==> src/rtl/rob_wb_arbiter_pkg.sv <==
// Shared constants for the ROB writeback arbiter: data widths, requester count,
// queue depth, requester indices and the round-robin advance helper.
package rob_wb_arbiter_pkg;

  localparam int WORD_SIZE       = 32;
  localparam int ROB_ENTRY_WIDTH = 6;

  localparam int WB_NUM_REQ     = 3;
  localparam int WB_QUEUE_DEPTH = 2;

  localparam int WB_SRC_ALU = 0;
  localparam int WB_SRC_MEM = 1;
  localparam int WB_SRC_MUL = 2;

  function automatic int wb_rr_next(input int idx, input int num_req);
    return (idx + 32'sd1) % num_req;
  endfunction

endpackage

==> src/rtl/wb_req_queue.sv <==
// Small synchronous FIFO holding pending {rob_id, value} writebacks for one
// execution pipeline. Clear discards everything and wins over push/pop.
module wb_req_queue
  import rob_wb_arbiter_pkg::*;
#(
  parameter int DATA_W = ROB_ENTRY_WIDTH + WORD_SIZE,
  parameter int DEPTH  = WB_QUEUE_DEPTH
) (
  input  logic                    clk,
  input  logic                    reset,
  input  logic                    clear,
  input  logic                    push,
  input  logic                    pop,
  input  logic [DATA_W-1:0]       push_data,
  output logic [DATA_W-1:0]       head_data,
  output logic [$clog2(DEPTH):0]  count,
  output logic                    full,
  output logic                    empty
);

  localparam int PTR_W = $clog2(DEPTH);
  localparam int CNT_W = PTR_W + 1;

  logic [DATA_W-1:0] mem_r [DEPTH];
  logic [PTR_W-1:0]  rd_ptr_r;
  logic [PTR_W-1:0]  wr_ptr_r;
  logic [CNT_W-1:0]  count_r;
  logic              do_push_s;
  logic              do_pop_s;

  assign full      = (count_r == CNT_W'(DEPTH));
  assign empty     = (count_r == CNT_W'(0));
  assign count     = count_r;
  assign head_data = mem_r[rd_ptr_r];
  assign do_push_s = push && !full;
  assign do_pop_s  = pop && !empty;

  // Pointer and occupancy update; pointers wrap naturally at DEPTH.
  always_ff @(posedge clk) begin
    if (reset || clear) begin
      rd_ptr_r <= '0;
      wr_ptr_r <= '0;
      count_r  <= '0;
    end else begin
      if (do_push_s) wr_ptr_r <= wr_ptr_r + PTR_W'(1);
      if (do_pop_s)  rd_ptr_r <= rd_ptr_r + PTR_W'(1);
      case ({do_push_s, do_pop_s})
        2'b10:   count_r <= count_r + CNT_W'(1);
        2'b01:   count_r <= count_r - CNT_W'(1);
        default: count_r <= count_r;
      endcase
    end
  end

  // Entry storage; contents are only meaningful under count, so no reset.
  always_ff @(posedge clk) begin
    if (do_push_s && !(reset || clear)) mem_r[wr_ptr_r] <= push_data;
  end

endmodule

==> src/rtl/rob_wb_arbiter.sv <==
// Shares the single ROB writeback port between ALU, MEM and MUL pipelines:
// per-requester queues, a round-robin pick over queue heads, registered wb bus.
module rob_wb_arbiter #(
  parameter int WORD_SIZE       = rob_wb_arbiter_pkg::WORD_SIZE,
  parameter int ROB_ENTRY_WIDTH = rob_wb_arbiter_pkg::ROB_ENTRY_WIDTH,
  parameter int NUM_REQ         = rob_wb_arbiter_pkg::WB_NUM_REQ,
  parameter int DEPTH           = rob_wb_arbiter_pkg::WB_QUEUE_DEPTH,
  parameter int SRC_W           = $clog2(NUM_REQ)
) (
  input  logic                               clk,
  input  logic                               reset,
  input  logic                               flush,
  input  logic [NUM_REQ-1:0]                 req_valid,
  input  logic [NUM_REQ*ROB_ENTRY_WIDTH-1:0] req_rob_id,
  input  logic [NUM_REQ*WORD_SIZE-1:0]       req_value,
  output logic [NUM_REQ-1:0]                 req_ready,
  output logic                               wb_valid,
  output logic [ROB_ENTRY_WIDTH-1:0]         wb_rob_id,
  output logic [WORD_SIZE-1:0]               wb_value,
  output logic [SRC_W-1:0]                   wb_src
);

  import rob_wb_arbiter_pkg::*;

  localparam int DATA_W = ROB_ENTRY_WIDTH + WORD_SIZE;
  localparam int CNT_W  = $clog2(DEPTH) + 1;

  logic [DATA_W-1:0]  head_s  [NUM_REQ];
  logic [CNT_W-1:0]   count_s [NUM_REQ];
  logic [NUM_REQ-1:0] full_s;
  logic [NUM_REQ-1:0] empty_s;
  logic [NUM_REQ-1:0] push_s;
  logic [NUM_REQ-1:0] pop_s;
  logic               grant_valid_s;
  logic [SRC_W-1:0]   grant_idx_s;
  logic [DATA_W-1:0]  grant_data_s;
  logic [SRC_W-1:0]   rr_ptr_r;
  int                 off_s;
  int                 best_off_s;

  // Flush blocks both enqueue and dequeue so nothing leaks through that edge.
  for (genvar i = 0; i < NUM_REQ; i++) begin : g_queue
    assign req_ready[i] = (count_s[i] != CNT_W'(DEPTH));
    assign push_s[i]    = req_valid[i] && !full_s[i] && !flush;
    assign pop_s[i]     = grant_valid_s && (grant_idx_s == SRC_W'(i)) && !flush;

    wb_req_queue #(
      .DATA_W (DATA_W),
      .DEPTH  (DEPTH)
    ) u_queue (
      .clk       (clk),
      .reset     (reset),
      .clear     (flush),
      .push      (push_s[i]),
      .pop       (pop_s[i]),
      .push_data ({req_rob_id[i*ROB_ENTRY_WIDTH +: ROB_ENTRY_WIDTH],
                   req_value[i*WORD_SIZE +: WORD_SIZE]}),
      .head_data (head_s[i]),
      .count     (count_s[i]),
      .full      (full_s[i]),
      .empty     (empty_s[i])
    );
  end

  // Round-robin pick: the non-empty head closest to rr_ptr going upward wins.
  always_comb begin
    grant_valid_s = 1'b0;
    grant_idx_s   = '0;
    grant_data_s  = '0;
    off_s         = 0;
    best_off_s    = NUM_REQ;
    for (int i = 0; i < NUM_REQ; i++) begin
      off_s = (i + NUM_REQ - int'(rr_ptr_r)) % NUM_REQ;
      if (!empty_s[i] && (off_s < best_off_s)) begin
        best_off_s    = off_s;
        grant_valid_s = 1'b1;
        grant_idx_s   = SRC_W'(i);
        grant_data_s  = head_s[i];
      end else begin
        best_off_s    = best_off_s;
      end
    end
  end

  // Writeback register and round-robin pointer; payload holds when idle.
  always_ff @(posedge clk) begin
    if (reset) begin
      wb_valid  <= 1'b0;
      wb_rob_id <= '0;
      wb_value  <= '0;
      wb_src    <= '0;
      rr_ptr_r  <= '0;
    end else if (flush) begin
      wb_valid  <= 1'b0;
      rr_ptr_r  <= '0;
    end else if (grant_valid_s) begin
      wb_valid               <= 1'b1;
      {wb_rob_id, wb_value}  <= grant_data_s;
      wb_src                 <= grant_idx_s;
      rr_ptr_r               <= SRC_W'(wb_rr_next(int'(grant_idx_s), NUM_REQ));
    end else begin
      wb_valid  <= 1'b0;
    end
  end

endmodule

==> config.mk <==
export PLATFORM = sky130hd
export DESIGN_NAME = rob_wb_arbiter
export DESIGN_NICKNAME = d
export VERILOG_FILES = /design/src/rtl/rob_wb_arbiter_pkg.sv /design/src/rtl/wb_req_queue.sv /design/src/rtl/rob_wb_arbiter.sv
export SDC_FILE = /design/constraint.sdc
export NUM_CORES = 1
export LEC_CHECK = 0
export ABC_AREA = 1
export BUFFER_PORTS_ARGS = -buffer_cell sky130_fd_sc_hd__buf_2
export CAP_MARGIN = 0
export CORE_ASPECT_RATIO = 1.5
export CORE_MARGIN = 5
export CORE_UTILIZATION = 35
export DETAILED_ROUTE_END_ITERATION = 7
export PLACE_DENSITY = 0.61
export SETUP_SLACK_MARGIN = 0.02
export SYNTH_ARGS = -nofsm -noshare
export SYNTH_HDL_FRONTEND = slang
export SYNTH_HIERARCHICAL = 1
export SYNTH_SLANG_ARGS = --single-unit
==> constraint.sdc <==
create_clock -name clk -period 10.7 [get_ports clk]
set_clock_uncertainty 0.1 [all_clocks]
set_input_delay 2.14 -clock clk [delete_from_list [all_inputs] [get_ports clk]]
set_output_delay 2.14 -clock clk [all_outputs]
set_load 0.02 [all_outputs]
Word level (Yosys, flattened, before mapping). Memory sizes are Yosys's and may differ from the RTL's. A register that Yosys moved wholly into a read port is not among the register bits. Index checks and enable logic that the tools add are counted.

Word-level logic and storage cells: 123. Memory bits (writable): 228. Memories kept: 3. Output and inout port bits: 44. Input port bits: 120. Register bits: 55.

Equality and inequality tests: 14. Bitwise logic cells: 1. Reductions and logical operators: 42. Muxes and demuxes: 26. Order comparisons: 3. Add/sub/neg operators: 16. Div/mod/pow operators: 4.

Memory list: g_queue[0].u_queue.mem_r (depth 2, bits a word 38, rd ports 1, clocked after Yosys merged registers in 1, wr ports 1, line wb_req_queue.sv:24) `logic [DATA_W-1:0] mem_r [DEPTH];`; g_queue[1].u_queue.mem_r (depth 2, bits a word 38, rd ports 1, clocked after Yosys merged registers in 1, wr ports 1, line wb_req_queue.sv:24); g_queue[2].u_queue.mem_r (depth 2, bits a word 38, rd ports 1, clocked after Yosys merged registers in 1, wr ports 1, line wb_req_queue.sv:24).

Operators with widths (number): 32-bit by 3-bit remainder unit with 32-bit output (second input constant) (4); 38-bit 2-to-1 mux (3); 32-bit < comparator (2); 32-bit 2-to-1 mux (2); 32-bit by 3-bit < comparator with 1-bit output (second input constant) (1); 1-bit logical AND (24); 1-bit 2-to-1 mux (17); 2-bit equality test (second input constant) (7); 2-bit case mux with 2 select lines (3); 2-bit by 1-bit equality test with 1-bit output (second input constant) (4); 1-bit zero test (8); 2-bit zero test (4); 3-bit by 2-bit subtractor with 4-bit output (first input constant) (2); 1-bit adder (second input constant) (6); 2-bit by 1-bit adder with 2-bit output (second input constant) (3); 2-bit inequality test (second input constant) (3); 2-bit nonzero test (3); 2-bit by 1-bit subtractor with 2-bit output (second input constant) (3); 2-bit by 1-bit adder with 3-bit output (second input constant) (1); 2-bit by 2-bit subtractor with 3-bit output (first input constant) (1); 2-bit 2-to-1 mux (1); 2-bit AND reduction (1); 2-bit OR reduction (1); 1-bit logical OR (1); 1-bit NOT (1).

Logic depth before layout (Yosys ltp). Gate-level depths: netlist of run 1.

Word-level depth: 17. Depth in mapped cells: 38. Mapped depth without buffers: 35.

Cells and area by module. The synthesis of run 1 kept the hierarchy.

By module, submodules not included: wb_req_queue (area each 3065.4 µm², instances 3, cells each 156, seq. area each 2382.3 µm²); rob_wb_arbiter (area each 3392.0 µm², instances 1, cells each 576, seq. area each 860.8 µm²).

Worst setup path after synthesis of run 1. OpenSTA, ideal clock, no wires.

Path kind: reg2reg. Start: register rr_ptr_r[1]. End: register g_queue[0].u_queue.count_r[1]. Buffers on the path: 3. Clock period less this slack: 5.120 ns. Cell stages (with the launch flop): 35. Data required time: 10.536 ns. Setup time: 0.064 ns. Path slack: 5.580 ns. Arrival: 4.957 ns. Cell sequence: dfxtp_1 -> inv_1 -> ha_1 -> inv_2 -> nand3_1 -> ha_1 -> o21ai_0 -> nand2_1 -> nor2_1 -> nand3_1 -> nand2_2 -> nand2_4 -> inv_2 -> clkbuf_1 -> nand2_1 -> ha_1 -> a21oi_1 -> and3b_1 -> a2111oi_0 -> nor2_1 -> nor2_1 -> nand3_4 -> nand3_4 -> buf_6 -> buf_4 -> nand2_1 -> nor3_1 -> inv_1 -> nor2_1 -> ha_1 -> inv_1 -> nand2_1 -> nor2_1 -> nor2_1 -> nor2_1.

Word-level cells in the longest chain between the ends: 17. Elaborated cells on any way between the ends: 27. Those cells by class: add/sub: 3; div: 3; order compare: 3; eq/ne: 2; mux: 8; reduce/logical: 8.

Ends and longest elaborated chain: start: declaration (line rob_wb_arbiter.sv:37) `logic [SRC_W-1:0] rr_ptr_r;`; start signal: assignment (line rob_wb_arbiter.sv:100) `rr_ptr_r <= SRC_W'(wb_rr_next(int'(grant_idx_s), NUM_REQ));`; 2-bit by 2-bit subtractor with 3-bit output (line rob_wb_arbiter.sv:73) `off_s = (i + NUM_REQ - int'(rr_ptr_r)) % NUM_REQ;`; 32-bit by 3-bit remainder unit with 32-bit output (line rob_wb_arbiter.sv:73); 32-bit by 3-bit < comparator with 1-bit output (line rob_wb_arbiter.sv:74) `if (!empty_s[i] && (off_s < best_off_s)) begin`; 1-bit logical AND (line rob_wb_arbiter.sv:74); 32-bit 2-to-1 mux (line rob_wb_arbiter.sv:74); 32-bit < comparator (line rob_wb_arbiter.sv:74); 1-bit logical AND (line rob_wb_arbiter.sv:74); 32-bit 2-to-1 mux (line rob_wb_arbiter.sv:74); (+2 left out); 2-bit 2-to-1 mux (line rob_wb_arbiter.sv:74); 2-bit zero test (line rob_wb_arbiter.sv:45) `assign pop_s[i] = grant_valid_s && (grant_idx_s == SRC_W'(i)) && !flush;`; 1-bit logical AND * (2 in a row) (line rob_wb_arbiter.sv:45); net pop_s[0] (line rob_wb_arbiter.sv:33) `logic [NUM_REQ-1:0] pop_s;`; 1-bit logical AND * (line wb_req_queue.sv:36) `assign do_pop_s = pop && !empty;`; net g_queue[0].u_queue.do_pop_s (line wb_req_queue.sv:29) `logic do_pop_s;`; 2-bit by 1-bit equality test with 1-bit output or 2-bit equality test (tied branches) (line wb_req_queue.sv:47) `case ({do_push_s, do_pop_s})`; 2-bit case mux with 2 select lines or 2-bit nonzero test (tied branches); end signal: assignment (line wb_req_queue.sv:48) `2'b10: count_r <= count_r + CNT_W'(1);`; end signal: assignment (line wb_req_queue.sv:49) `2'b01: count_r <= count_r - CNT_W'(1);`; end signal: assignment (line wb_req_queue.sv:50) `default: count_r <= count_r;`; end: declaration (line wb_req_queue.sv:27) `logic [CNT_W-1:0] count_r;`.

The timed path passes the listed nets; every way through them passes the cells marked *. A chain may end at the register's enable or synchronous reset.

Worst setup path after layout of run 1. Same ends and word-level chain as after synthesis.

==> metrics.txt, run 1 <==
status=finished, final reports clean; first-pass GRT wire length=46600 um; CTS Hold Buffers Added=0; Final #Nets=1335; actual slew at the worst max-slew pin=1210 ps; Hold Path Class=reg -> reg; synthesized instance count=1044; Leakage Power=5.76 nW; Seq/Total Area, Yosys=0.636; gr ovfl total=0; post-cts gate resize count=0; max-slew violation count=0; WP buf/inv=5; IO Pins=164; chip height=242 um; R2R setup slack=3610 ps; I/O Buffers=163; Initial Util=0.352; antenna violations before repair=0; pin count of the biggest net entering global routing=59; post-detail-place hpwl=22300 um; First-pass DRT Iterations=7; max-cap violations=0; # H-tree levels=1; Crit Path Max Fanout=58; 1st-iter DRT viols=497; count of final setup violators=0; drt via density=4.74; Total GRT Usage=0.154; # Post-CTS Setup Buffers=0; crit start category=flop; GPL Wtd Cong=0.897; VDD IR-drop max=0.143 mV; Synth Register Bits=286; via count=8008; CP most frequent cell=nor2_1; Die Span X=165 um; diode count=0; Cell Area, Synth=12600 um^2; Routed WL per cell=18.5 um; core area=35700 um^2; clk sink count=286; CP Capture Type=flop; vias in the first global route=8303; CTS Buffer Depth=3; Reg clk slew, reported paths=70 ps; Post-Syn Area per Cell=12.1 um^2; CTS tree=done; slowest CP cell=inv_2; synthesized netlist net count=1187; wirelength, routed=31300 um; CP Data Arrival Time=7460 ps; Worst path top cell family by delay=simple AND/OR/NAND/NOR gates; CTS Buf Count=26; Hold Fails Final Rpt=0; share of layout cells above drive strength 1=0.284; Netlist cell types=33; RSZ-0062 raised after global routing=false; detailed-route DRC error count=0; Period minus WS final=7090 ps; root buf cell=clkbuf_16; YS warnings=6; Fmax achieved=141 MHz; Tcrit/Tclk final=0.663; Pwr Density=158 nW/um^2; Final ANT Viol Nets=0; required time of the critical path=11070 ps; CP peak stage delay=670 ps; Area growth, synth to finish=16.3%; Die Area=39900 um^2; max_slew headroom=0.194; Clock Latency Late Sink=550 ps; Setup TNS=0 ps; kind of critical path=reg -> reg; total power=2.31 mW; Core Rows=85
-- layout make-up --
cell class,count,area (um^2)
fill,3481,21100
sequential,286,8010
multi-input combinational,645,4080
timing repair buffer,167,846
clock buffer,29,683
tap,478,598
inverter,66,248
clock inverter,17,175
-- synth_stat cells (all sizes together) --
cell | n | share of area
o21a | 1 | 0.00060
dfxtp | 58 | 0.092
nand4 | 29 | 0.014
nor2 | 77 | 0.024
and3b | 1 | 0.00070
ha | 23 | 0.023
or2 | 1 | 0.00050
a2111oi | 1 | 0.00070
buf | 27 | 0.018
nand3 | 52 | 0.023
a211oi | 2 | 0.0012
o21ai | 27 | 0.011
inv | 65 | 0.019
or4 | 1 | 0.00060
edfxtp | 228 | 0.54
nor3 | 1 | 0.00040
clkinv | 1 | 0.00030
clkbuf | 20 | 0.0060
mux2 | 114 | 0.12
nor3b | 3 | 0.0018
a21oi | 35 | 0.015
nand2 | 277 | 0.085
-- kinds of logic after synthesis --
| family | after synthesis | share of synthesized area |
|---|---|---|
| AO/OA/AOI/OAI | 66 | 0.0280 |
| adder cells (fa/ha/maj) | 23 | 0.0229 |
| buffers and inverters | 113 | 0.0433 |
| multiplexers | 114 | 0.120 |
| AND/OR/NAND/NOR | 442 | 0.150 |
| flip-flops | 286 | 0.636 |
-- layout by cell type, fill, tap and decap left out, types with 4 or more instances in the layout --
master      instances
a21oi_1            33
buf_2             163
buf_4               4
clkbuf_16          27
clkinv_1            6
clkinvlp_4          4
dfxtp_1            55
edfxtp_1          228
ha_1               23
inv_1              63
mux2_2             54
mux2_4             60
nand2_1           271
nand3_1            50
nand4_1            29
nor2_1             69
nor2_4              7
o21ai_0            12
o21ai_1            15
-- routing by layer --
layer / part of all wire / track usage
met2: 0.55 / 0.295
met5: 0 / 0
met1: 0.36 / 0.163
met3: 0.045 / 0.0199
met4: 0.044 / 0.0698
-- path summary, 6_finish.rpt --
path / startpoint / to / depth (start not counted)
max: rr_ptr_r[1] / g_queue[0].u_queue/count[1] / 31
min: wb_value[15] / wb_value[15] / 2
max reg2reg: rr_ptr_r[1] / g_queue[0].u_queue/count[1] / 31
min reg2reg: wb_value[15] / wb_value[15] / 2
-- sequential cells by signal (all words and copies together), names as in the netlist, named ones only --
signal	count
wb_src	2
g_queue.u_queue/wr_ptr_r	3
g_queue.u_queue/mem_r	228
wb_value	32
rr_ptr_r	2
wb_valid	1
wb_rob_id	6
g_queue.u_queue/rd_ptr_r	3
g_queue.u_queue/count	6
-- through the flow --
stage / utilization / hold WS, ps / area, um^2 / worst slack [ps] / instances
floorplan: - / 367 / 12600 / 5580 / 1044
global placement: 0.386 / 348 / 13800 / 4300 / 1642
detailed placement: 0.386 / 356 / 13800 / 3810 / 1642
CTS: 0.410 / 369 / 14600 / 3770 / 1688
global route: 0.410 / 384 / 14600 / 2950 / 1688
finish: 0.410 / 365 / 14600 / 3610 / 1688
-- tightest hold or removal path, stage by stage (launching register included) --
cell and delay (ps):
dfxtp_1 310, nand2_1 60, a21oi_1 60
-- report_power, final --
part | switching (mW) | internal [mW] | leakage (nW) | total [mW]
Sequential | 0.00800 | 1.22 | 2.53 | 1.22
Combinational | 0.0973 | 0.0499 | 2.82 | 0.147
Clock | 0.405 | 0.533 | 0.406 | 0.938
Total | 0.510 | 1.80 | 5.76 | 2.31
(Power assumes the default switching activity.)
==> inputs of run 2 (changes only) <==
--- a/config.mk
+++ b/config.mk
@@ -5,7 +5,7 @@
 export SDC_FILE = /design/constraint.sdc
 export NUM_CORES = 1
 export LEC_CHECK = 0
-export ABC_AREA = 1
+export ABC_AREA = 0
 export BUFFER_PORTS_ARGS = -buffer_cell sky130_fd_sc_hd__buf_2
 export CAP_MARGIN = 0
 export CORE_ASPECT_RATIO = 1.5
==> constraint.sdc (replaced) <==
create_clock -name clk -period 6.9 [get_ports clk]
set_clock_uncertainty 0.1 [all_clocks]
set_input_delay 1.38 -clock clk [delete_from_list [all_inputs] [get_ports clk]]
set_output_delay 1.38 -clock clk [all_outputs]
set_load 0.02 [all_outputs]
==> run 2 against run 1 <==
Net effect: first-iteration DRC count is 21% lower; core utilization is 0.86 points higher; final area is 0.61% lower; count of clock-buffer cells in the layout is 11 higher; flip-flop and latch count stayed put; sequential share of layout area is 0.33 points higher; hold slack better by 30 ps; largest cell class unchanged.
==> metrics.txt, run 2 <==
First-pass DRT Iterations=4 (-3); commonest cells after routing, fill and taps aside=228 x edfxtp_1, 163 x buf_2, 114 x mux2_1; Critical R2R Capture=g_queue[0].u_queue/count[1]; 1st-iter DRT viols=392 (-21%); total power=3.80 mW (+65%); post-cts gate resize count=0 (unchanged); cells along the critical path=inv_1, ha_1, inv_1, and3_1, inv_1, ha_1, nand4bb_1, o21ai_0, a31oi_4, inv_1, nand2_1, ha_1, nand4_1, o2111ai_1, o32a_1, nor2_1, nor4_1, o21a_1, ha_1, or3_1, a21oi_1; Final #Nets=1198 (-10%); core area=34800 um^2 (-2.6%); hold_sp=wb_src[0]; post-synthesis compound-gate area fraction=0.0865 (+0.0584); first-pass GRT wire length=47000 um (+0.92%); GPL Wtd Cong=0.812 (-9.4%); final worst-path setup slack=982 ps (-2630 ps); post-detail-place hpwl=21800 um (-2.0%); Core Rows=84 (-1.2%); Die Span X=163 um (-1.3%); kind of critical path=reg -> reg; max-cap violations=0 (unchanged); register share of total power=0.504 (-0.026); Synth async-reset ratio=0 (unchanged); synthesized netlist net count=1050 (-12%); proportion of netlist area held by the largest area contributor=0.560 (+0.0160); Post-Syn Area per Cell=13.5 um^2 (+12%); Hold Fails Final Rpt=0 (unchanged); share of layout cells above drive strength 1=0.263 (-0.0215); Netlist cell types=50 (+52%); clk sink count=286 (unchanged); Post-synth top cells=228 x edfxtp_1, 114 x mux2_1, 87 x a21oi_1, 62 x nor2_1, 58 x dfxtp_1; Worst Hold End=wb_src[0]; # H-tree levels=1 (unchanged); Reg clk slew, reported paths=60 ps (about the same); status=finished, final reports clean; Placement Setup Slack=1080 ps (-2730 ps); CTS Hold Buffers Added=0 (unchanged); max-slew violation count=0 (unchanged); detailed-route DRC error count=0 (unchanged); Reg-to-Reg Start=rr_ptr_r[1]; Int Power=2.96 mW (+64%); antenna violations before repair=1 (+1); Post-Synth Adder-Cell Area=0.0235 (+0.000671); WHS Path Cells=2 (unchanged); diode count=0 (unchanged); max FFs per register=228 (unchanged); Cell Area, Synth=12200 um^2 (-2.9%); Clock Power Share=0.424 (+0.018); IO Pins=164 (unchanged); root buf cell=clkbuf_16; Period minus WS final=5920 ps (-1170 ps); R2R setup slack=980 ps (-2630 ps); Synth Register Bits=286 (unchanged); Setup TNS=0 ps (unchanged); vias in the first global route=8064 (-2.9%); Core Util, Final=0.418 (+0.00859); max_slew headroom=0.289 (+0.0947); CTS tree=done; Worst setup startpoint=rr_ptr_r[1]; combinational group share of total power=0.072 (+0.008); Die Area=38900 um^2 (-2.7%); Tcrit/Tclk final=0.858 (+0.195); Sw Ratio=0.222 (+0.00140); actual slew at the worst max-slew pin=1070 ps (-139 ps); Crit Path Max Fanout=21 (-64%); # Post-CTS Setup Buffers=0 (unchanged); gr ovfl total=0 (unchanged); Top reg by flops=g_queue.u_queue/mem_r; Leakage Power=4.97 nW (-14%); Seq/Total Area, Yosys=0.655 (+0.0187); Primary FF master, synth=edfxtp_1; Total GRT Usage=0.159 (+0.00545); YS warnings=6 (unchanged); CTS Buffer Depth=3 (unchanged); CTS Buf Count=29 (+12%); pin count of the biggest net entering global routing=77 (+31%); CP Data Arrival Time=6280 ps (-1180 ps); via count=7752 (-3.2%); chip height=239 um (-1.4%); top-count cell post-synth=edfxtp_1; Synth Area in Simple Gates=0.0959 (-0.0539); Area growth, synth to finish=19.0%; Hold Path Class=reg -> reg; switching power=0.846 mW (+66%); Worst path top cell family by delay=compound AO/OA/AOI/OAI gates; drt via density=5.00 (+5.4%); synth top area cells=edfxtp_1 56%, mux2_1 10%, dfxtp_1 9.5%, a21oi_1 3.6%, ha_1 2.4%; Pwr Density=261 nW/um^2 (+66%); Clock Latency Late Sink=540 ps (about the same); crit start category=flop; Routed WL per cell=20.4 um (+10%); commonest non-fill, non-tap cell in the layout=edfxtp_1; cell taking the most area after synthesis=edfxtp_1; Fmax achieved=169 MHz (+20%); count of final setup violators=0 (unchanged); Final ANT Viol Nets=0 (unchanged); r2r worst-path depth=21 (-32%); synthesized instance count=907 (-13%); Initial Util=0.352 (-0.000744); WP buf/inv=4 (-1); slowest CP cell=o32a_1; CP peak stage delay=680 ps (about the same); wirelength, routed=31600 um (+0.97%); mux cell area share after synthesis=0.106 (-0.0140); largest family of logic cells by synthesized area=multiplexers; required time of the critical path=7260 ps (-3810 ps); VDD IR-drop max=0.246 mV (+72%); Synth Area in XOR/XNOR=0.00645 (+0.00645); number of synthesized flops with an enable pin=228 (unchanged); I/O Buffers=163 (unchanged); CP Capture Type=flop; RSZ-0062 raised after global routing=false; biggest regs=g_queue.u_queue/mem_r (228), wb_value (32)
==> run 2: cell count changes after synthesis, sizes merged, moves of 10 or more <==
cell / change
inv: -47
nor4: +40
o21ai: -14
buf: -10
nand3: -50
nor2: -15
or2: +41
a21oi: +52
a2111oi: +38
nand2: -226
nand4: -27
clkbuf: +26
==> run 2: logic make-up after synthesis <==
kind of cell             after synthesis
XOR/XNOR                               9
multiplexers                         115
buffers and inverters                 81
AND/OR/NAND/NOR                      233
AO/OA/AOI/OAI                        160
flip-flops                           286
adder cells (fa/ha/maj)               23
==> run 2: worst register-to-register path, stage by stage, from the launching register on <==
cell	delay (ps)
dfxtp_1	440
inv_1	150
ha_1	310
inv_1	90
and3_1	230
inv_1	140
ha_1	330
nand4bb_1	200
o21ai_0	420
a31oi_4	210
inv_1	170
nand2_1	70
ha_1	300
nand4_1	120
o2111ai_1	210
o32a_1	680
nor2_1	210
nor4_1	450
o21a_1	230
ha_1	270
or3_1	360
a21oi_1	140
==> run 2: final cells by class <==
cell class,instances,area [um^2]
Clock buffer,40,808
Clock inverter,13,176
Fill cell,3230,20200
Inverter,18,67.6
Multi-Input combinational cell,540,3960
Sequential cell,286,8010
Tap cell,473,592
Timing Repair Buffer,180,943
==> run 2: power groups by stage <==
stage	clock, mW	combinational (mW)	sequential (mW)
floorplan	0	0.135	1.97
global placement	0	0.269	1.95
detailed placement	0	0.276	1.95
CTS	1.66	0.276	1.92
global route	1.73	0.300	1.92
finish	1.61	0.273	1.92
==> run 2: per-layer routing <==
layer / vias to the layer above / wire length, um / global-route usage
met5: - / 10 / 0
met4: 2 / 1300 / 0.0692
met3: 53 / 1430 / 0.0243
met2: 208 / 17100 / 0.301
met1: 3771 / 11700 / 0.176
li1: 3718 / - / -
==> run 2: how the worst max path moves through the flow <==
| stage | to | slack [ps] | cells past startpoint |
|---|---|---|---|
| after floorplan | g_queue[0].u_queue/mem_r[0][0] | 1400 | 6 |
| after global placement | g_queue[0].u_queue/count[1] | 1330 | 21 |
| after detailed placement | g_queue[0].u_queue/count[1] | 1080 | 21 |
| after CTS | g_queue[0].u_queue/count[1] | 1070 | 21 |
| after global routing | g_queue[0].u_queue/count[1] | 600 | 21 |
| final | g_queue[0].u_queue/count[1] | 980 | 21 |
==> run 2: through the flow <==
step / area (um^2) / cells / hold WS (ps)
after global placement: 13600 / 1497 / 355
after floorplan: 12200 / 907 / 372
after CTS: 14600 / 1550 / 386
after detailed placement: 13600 / 1497 / 375
final: 14600 / 1550 / 395
after global routing: 14600 / 1550 / 394
